<file path="config.mk">
export PLATFORM = sky130hd
export DESIGN_NAME = video_shifter
export DESIGN_NICKNAME = d
export VERILOG_FILES = /design/src/rtl/video_shifter.sv
export SDC_FILE = /design/constraint.sdc
export NUM_CORES = 1
export LEC_CHECK = 0
export CORE_MARGIN = 2
export CORE_UTILIZATION = 45
export CTS_CLUSTER_SIZE = 12
export DETAILED_ROUTE_END_ITERATION = 16
export PLACE_DENSITY_LB_ADDON = 0.2
export SYNTH_ARGS = -nofsm -noshare
export SYNTH_HDL_FRONTEND = slang
export SYNTH_SLANG_ARGS = --single-unit
</file>
<file path="constraint.sdc">
create_clock -name CLK -period 4 [get_ports CLK]
set_input_delay 0.8 -clock CLK [delete_from_list [all_inputs] [get_ports CLK]]
set_output_delay 0.8 -clock CLK [all_outputs]
set_load 0.1 [all_outputs]
</file>
<file path="src/rtl/video_shifter.sv">
// Raster timing generator and 1-bpp pixel shifter: 320x262 raster with a 256x224 active window,
// fetching one VRAM byte per 8 pixels and colouring set bits by a line-dependent overlay.
module video_shifter (
    input  logic        CLK,
    input  logic        RESET,
    input  logic        PE,
    output logic [12:0] VRAM_A,
    output logic        VRAM_RE,
    input  logic [7:0]  VRAM_D,
    output logic [2:0]  PIX,
    output logic        DT,
    output logic        HS,
    output logic        VS,
    output logic        MIDINT,
    output logic        VBLINT
);

    logic [8:0]  h_r;
    logic [8:0]  v_r;
    logic [7:0]  stage_r;
    logic [7:0]  shift_r;
    logic        rd_pend_r;
    logic [12:0] vram_a_r;
    logic        vram_re_r;
    logic [2:0]  pix_r;
    logic        dt_r;
    logic        hs_r;
    logic        vs_r;
    logic        midint_r;
    logic        vblint_r;

    logic        h_last_s;
    logic        v_last_s;
    logic        fetch_s;
    logic        load_s;
    logic        dt_s;
    logic        hs_s;
    logic        vs_s;
    logic        bit_s;
    logic [2:0]  pix_s;

    function automatic logic [2:0] overlay(input logic [8:0] v);
        logic [2:0] c;
        if (v >= 9'd16 && v <= 9'd47) begin
            c = 3'b100;
        end else if (v >= 9'd176 && v <= 9'd215) begin
            c = 3'b010;
        end else begin
            c = 3'b111;
        end
        return c;
    endfunction

    // Decode of the current raster position; the load bit is taken straight from staging
    // because the shift register only receives the byte on this same edge.
    always_comb begin
        h_last_s = (h_r == 9'd319);
        v_last_s = (v_r == 9'd261);
        fetch_s  = (h_r[2:0] == 3'd0) && (h_r < 9'd256) && (v_r < 9'd224);
        load_s   = (h_r[2:0] == 3'd0) && (h_r >= 9'd8) && (h_r <= 9'd263);
        dt_s     = (h_r >= 9'd8) && (h_r <= 9'd263) && (v_r < 9'd224);
        hs_s     = (h_r >= 9'd272) && (h_r <= 9'd303);
        vs_s     = (v_r >= 9'd234) && (v_r <= 9'd236);
        if (load_s) begin
            bit_s = stage_r[0];
        end else begin
            bit_s = shift_r[1];
        end
        if (dt_s && bit_s) begin
            pix_s = overlay(v_r);
        end else begin
            pix_s = 3'b000;
        end
    end

    // Raster counters, advancing once per pixel enable.
    always_ff @(posedge CLK) begin
        if (RESET) begin
            h_r <= 9'd0;
            v_r <= 9'd0;
        end else if (PE) begin
            if (h_last_s) begin
                h_r <= 9'd0;
                v_r <= v_last_s ? 9'd0 : v_r + 9'd1;
            end else begin
                h_r <= h_r + 9'd1;
            end
        end
    end

    // VRAM read strobe and capture; capture runs on raw CLK so a sparse PE never drops data.
    always_ff @(posedge CLK) begin
        if (RESET) begin
            vram_re_r <= 1'b0;
            vram_a_r  <= 13'd0;
            rd_pend_r <= 1'b0;
            stage_r   <= 8'd0;
        end else begin
            vram_re_r <= PE && fetch_s;
            if (PE && fetch_s) begin
                vram_a_r <= {v_r[7:0], h_r[7:3]};
            end
            rd_pend_r <= vram_re_r;
            if (rd_pend_r) begin
                stage_r <= VRAM_D;
            end
        end
    end

    // Pixel shifter and registered video/sync outputs.
    always_ff @(posedge CLK) begin
        if (RESET) begin
            shift_r <= 8'd0;
            pix_r   <= 3'b000;
            dt_r    <= 1'b0;
            hs_r    <= 1'b0;
            vs_r    <= 1'b0;
        end else if (PE) begin
            shift_r <= load_s ? stage_r : {1'b0, shift_r[7:1]};
            pix_r   <= pix_s;
            dt_r    <= dt_s;
            hs_r    <= hs_s;
            vs_r    <= vs_s;
        end
    end

    // Interrupt pulses; a held counter cannot stretch them since PE gates each one.
    always_ff @(posedge CLK) begin
        if (RESET) begin
            midint_r <= 1'b0;
            vblint_r <= 1'b0;
        end else begin
            midint_r <= PE && (h_r == 9'd0) && (v_r == 9'd96);
            vblint_r <= PE && (h_r == 9'd0) && (v_r == 9'd224);
        end
    end

    assign VRAM_A  = vram_a_r;
    assign VRAM_RE = vram_re_r;
    assign PIX     = pix_r;
    assign DT      = dt_r;
    assign HS      = hs_r;
    assign VS      = vs_r;
    assign MIDINT  = midint_r;
    assign VBLINT  = vblint_r;

endmodule

</file>
Word level (Yosys, flattened, before mapping)
Index checks and enable logic that the tools add are counted.
Word-level totals
  latch bits: 0
  flip-flop bits (word level): 57
  memories: 0
  RAM bits: 0
  bits of input ports: 11
  output and inout bits: 22
  memory bits (read-only): 0
Operators by class
  mux-type cells: 7
  $mul: 0
  reductions and logical operators: 18
  add/subtract/negate cells: 2
  bitwise logic cells: 0
  shift-type cells: 0
  equal/unequal tests: 4
  div/mod/pow operators: 0
  order comparisons: 12
Operators by type and width (number)
  9-bit by 1-bit adder with 9-bit output, second input constant: 2
  9-bit == test, second input constant: 2
  9-bit by 8-bit greater-or-equal comparator with 1-bit output, second input constant: 2
  9-bit by 8-bit <= comparator with 1-bit output, second input constant: 2
  9-bit <= comparator, second input constant: 2
  9-bit two-way mux: 2
  1-bit logical AND: 15
  9-bit by 7-bit == test with 1-bit output, second input constant: 1
  9-bit by 8-bit == test with 1-bit output, second input constant: 1
  9-bit by 4-bit greater-or-equal comparator with 1-bit output, second input constant: 1
  9-bit by 5-bit greater-or-equal comparator with 1-bit output, second input constant: 1
  9-bit greater-or-equal comparator, second input constant: 1
  9-bit by 6-bit <= comparator with 1-bit output, second input constant: 1
  9-bit logical NOT: 1
  9-bit by 8-bit < comparator with 1-bit output, second input constant: 1
  9-bit < comparator, second input constant: 1
  3-bit two-way mux: 3
  8-bit two-way mux: 1
  3-bit logical NOT: 1
  2-bit AND reduction: 1
  1-bit two-way mux: 1

Logic depth before layout (Yosys ltp)
  word-level depth: 6
  mapped depth: 8
  mapped depth without buffers: 7

Least setup slack after synthesis
OpenSTA, ideal clock, no wires.
  kind: input to register
  start: input port PE
  end: register v_r[4]
  required time: 3.882 ns
  path slack: 1.916 ns
  path buffers: 2
  library setup time: 0.118 ns
  arrival: 1.966 ns
  cell stages on the path: 7
  cells stage by stage: buf_2 -> nand3_1 -> nor4b_1 -> buf_2 -> nand4_1 -> xor2_1 -> nor2_1
On the way
  longest elaborated chain between the ends: 1
RTL lines
  start, declared: RTL line 6  | input logic PE,
  2-bit AND reduction (no line)
  end signal, assigned: RTL line 84  | v_r <= v_last_s ? 9'd0 : v_r + 9'd1;
  end, declared: RTL line 19  | logic [8:0] v_r;
Every way passes these cells.
A chain may end at the register's enable or synchronous reset.

Worst setup path in the final report
  start: register vram_a_r[4], in the netlist VRAM_A[4]
  end: output port VRAM_A[4]
RTL lines
  start, declared: RTL line 23  | logic [12:0] vram_a_r;
  start signal, assigned: RTL line 101  | vram_a_r <= {v_r[7:0], h_r[7:3]};
  end, declared: RTL line 7  | output logic [12:0] VRAM_A,
No word-level cell between the ends.

==> results.txt <==
max incr delay on CP - 1150 ps
antenna violations before repair - 0
Final Hold Slack - 463 ps
CP required - 3200 ps
Gate power share - 10.8%
Ys Warns - 0
Setup Skew - 6.58 ps
placed insts - 368
Setup violations, final - 0
Fin. Hold Viols - 0
CTS tree - built
Reg power frac - 57.3%
vias per cell - 5.26
Sink Count - 56
P_sw - 0.260 mW
Max Fclk - 0.381 GHz
design area - 2970 sq um
Die Y - 79.4 um
switching share of power - 25.7%
die area - 6300 sq um
Clk Latency, worst-skew pair - 310 ps
Tcrit/Tclk final - 65.5%
Ports - 33
DRC - 0
CTS Buffer Depth - 2
Post-CTS Setup Inserts - 0
internal power - 0.753 mW
gpl congestion - 0.777
Buf+Inv Stages, Crit Path - 1
P per Cell Area - 341 nW/um^2
max cap viols - 0
Cell Area, Synth - 2560 sq um
Crit path max-delay family - buffers and inverters
largest net degree at the start of global routing - 29
Nets - 319
vias in the first global route - 1784
Main synth FF type - dfxtp_1
fin. max-slew vios - 0
Avg Inst Size Synth - 9.06 sq um
# diodes - 0
Worst EP arrival - 1820 ps
Mapped Cells - 282
gr ovfl total - 0
area post-placement - 2880 sq um
post-CTS sizing - 0
Detail Route Antenna Nets - 0
Die X - 79.4 um
Lkg Pwr - 1.16 nW
CP max FO - 2
Seq/Total Area, Yosys - 43.9%
CTS H-tree depth - 2
final worst path period need - 2620 ps
EDFF count, synth - 0
asr flop ratio synth - 0%
final std cells w/o fill - 376
Worst Max-Slew Pin Slew - 989 ps
post-DP HPWL - 3510 um
Avg WL per Cell - 13.3 um
peak supply drop - 0.224 mV
Area Growth Syn to Fin - 16.3%
#FFs+latches synth - 56
final WL - 5000 um
Starting Density - 46.4%
slew margin rel. - 34.1%
Site Rows - 27
Total Routing Usage GR - 17.1%
Hold Path Class - reg -> reg
Critical Setup Path Class - reg -> out
Critical Path Slowest Stage Cell - clkdlybuf4s50_1
Synth cell types - 45
via count - 1976
CP Cell Sequence - clkdlybuf4s50_1
Clock Power Share - 31.9%
setup total negative slack - 0 ps
share of cells above drive strength 1 - 7.24%
I/O Buffers - 32
status - finished, final reports clean
TritonRoute pass-1 iters - 4
RSZ-0062 raised after global routing - false
Clock Pin Slew Worst Setup and Hold Paths - 100 ps
Hold Buf Count CTS - 0
post-synthesis net count - 298
Core ar. - 5510 sq um
crit path launch type - flip-flop
crit end category - output pin
clk root buf - clkbuf_8
first-pass GRT wire length - 8450 um
total CTS buffers - 5
DRT iter0 DRCs - 132
==> power by group through the flow <==
| stage | Clock [mW] | Sequential, mW | Combinational (mW) |
|---|---|---|---|
| 2_1_floorplan | 0 | 0.616 | 0.0586 |
| 3_3_place_gp | 0 | 0.593 | 0.109 |
| 3_5_place_dp | 0 | 0.593 | 0.109 |
| 4_1_cts | 0.332 | 0.580 | 0.110 |
| 5_1_grt | 0.353 | 0.582 | 0.118 |
| 6_report | 0.323 | 0.580 | 0.109 |
==> tightest hold or removal path, cell delays in order (launching register included) <==
cell and delay, ps:
dfxtp_1 320, inv_1 50, a211oi_1 50
==> path summary, 6_finish.rpt <==
kind                   start          to  slack [ps]  cells past startpoint
setup / recovery   VRAM_A[4]   VRAM_A[4]        1380                      1
hold / removal    VRAM_A[11]  VRAM_A[11]         460                      2
setup reg to reg      h_r[0]      PIX[0]        1850                      7
hold reg to reg   VRAM_A[11]  VRAM_A[11]         460                      2
==> cells by family after synthesis <==
group / synth area share (%)
AOI/OAI and AO/OA: 9.45
xor gates and xnor gates: 5.14
adders and majority gates: 2.45
buffers and inverters: 6.27
DFF: 43.9
muxes: 10.2
and+or+nand+nor: 22.7
==> cell usage in the layout (no fill, tap or decap), drive strengths merged, types with 2 or more instances in the layout <==
| master | netlist | final |
|---|---|---|
| dfxtp | 56 | 56 |
| nor2 | 56 | 56 |
| clkdlybuf4s50 | 0 | 32 |
| mux2i | 26 | 26 |
| inv | 13 | 14 |
| xor2 | 10 | 10 |
| nand2 | 10 | 10 |
| a211oi | 9 | 9 |
| nand4 | 9 | 9 |
| nand3 | 7 | 7 |
| o21ai | 7 | 7 |
| clkbuf | 14 | 6 |
| nor2b | 5 | 5 |
| a21oi | 5 | 5 |
| xnor2 | 5 | 5 |
| ha | 5 | 5 |
| nand2b | 4 | 4 |
| nor3 | 3 | 3 |
| and3 | 3 | 3 |
| buf | 7 | 3 |
| nor4b | 2 | 2 |
| or2 | 2 | 2 |
| or3b | 2 | 2 |
| and4b | 2 | 2 |
| a22o | 2 | 2 |
| nor3b | 2 | 2 |
==> cell type report <==
type,instances,area [sq um]
Sequential cell,56,1120
Inverter,13,48.8
Tap cell,72,90.1
Clock buffer,6,82.6
Fill cell,511,2530
Multi-Input combinational cell,192,1270
Timing Repair Buffer,35,343
Clock inverter,2,13.8
==> layer usage <==
| metal | track usage [%] | vias to the layer above | wire, um |
|---|---|---|---|
| met5 | 0 | - | 0 |
| met4 | 5.69 | 0 | 57 |
| met3 | 4.64 | 4 | 218 |
| met2 | 24.8 | 53 | 2170 |
| met1 | 24.5 | 914 | 2560 |
| li1 | - | 1005 | - |
==> state kept, by name, indices dropped and copies added (netlist names) <==
signal / flops
VRAM_A: 13
h_r: 9
v_r: 9
stage_r: 8
shift_r: 7
PIX: 3
DT: 1
HS: 1
MIDINT: 1
VBLINT: 1
VRAM_RE: 1
VS: 1
rd_pend_r: 1
==> cell usage after synthesis (all sizes together) (3+ instances only) <==
cell,count,area (sq um)
nor2b,5,31.3
buf,7,58.8
ha,5,62.6
nor2,56,218
clkbuf,14,52.6
nor3,3,15.0
nand4,9,56.3
o21ai,7,38.8
a21oi,5,25.0
nand2,10,37.5
and3,3,18.8
mux2i,26,260
nand2b,4,25.0
dfxtp,56,1120
inv,13,48.8
xor2,10,87.6
nand3,7,35.0
xnor2,5,43.8
a211oi,9,67.6
==> metrics by stage <==
step | setup WS [ps] | utilization (%) | total power, mW
after floorplan | 1920 | - | 0.675
after global placement | 1170 | 52.3 | 0.702
after detailed placement | 1180 | 52.3 | 0.703
after CTS | 1360 | 54.0 | 1.02
after global routing | 1230 | 54.0 | 1.05
final | 1380 | 54.0 | 1.01
Note: power is estimated with default switching activity, not from simulation.
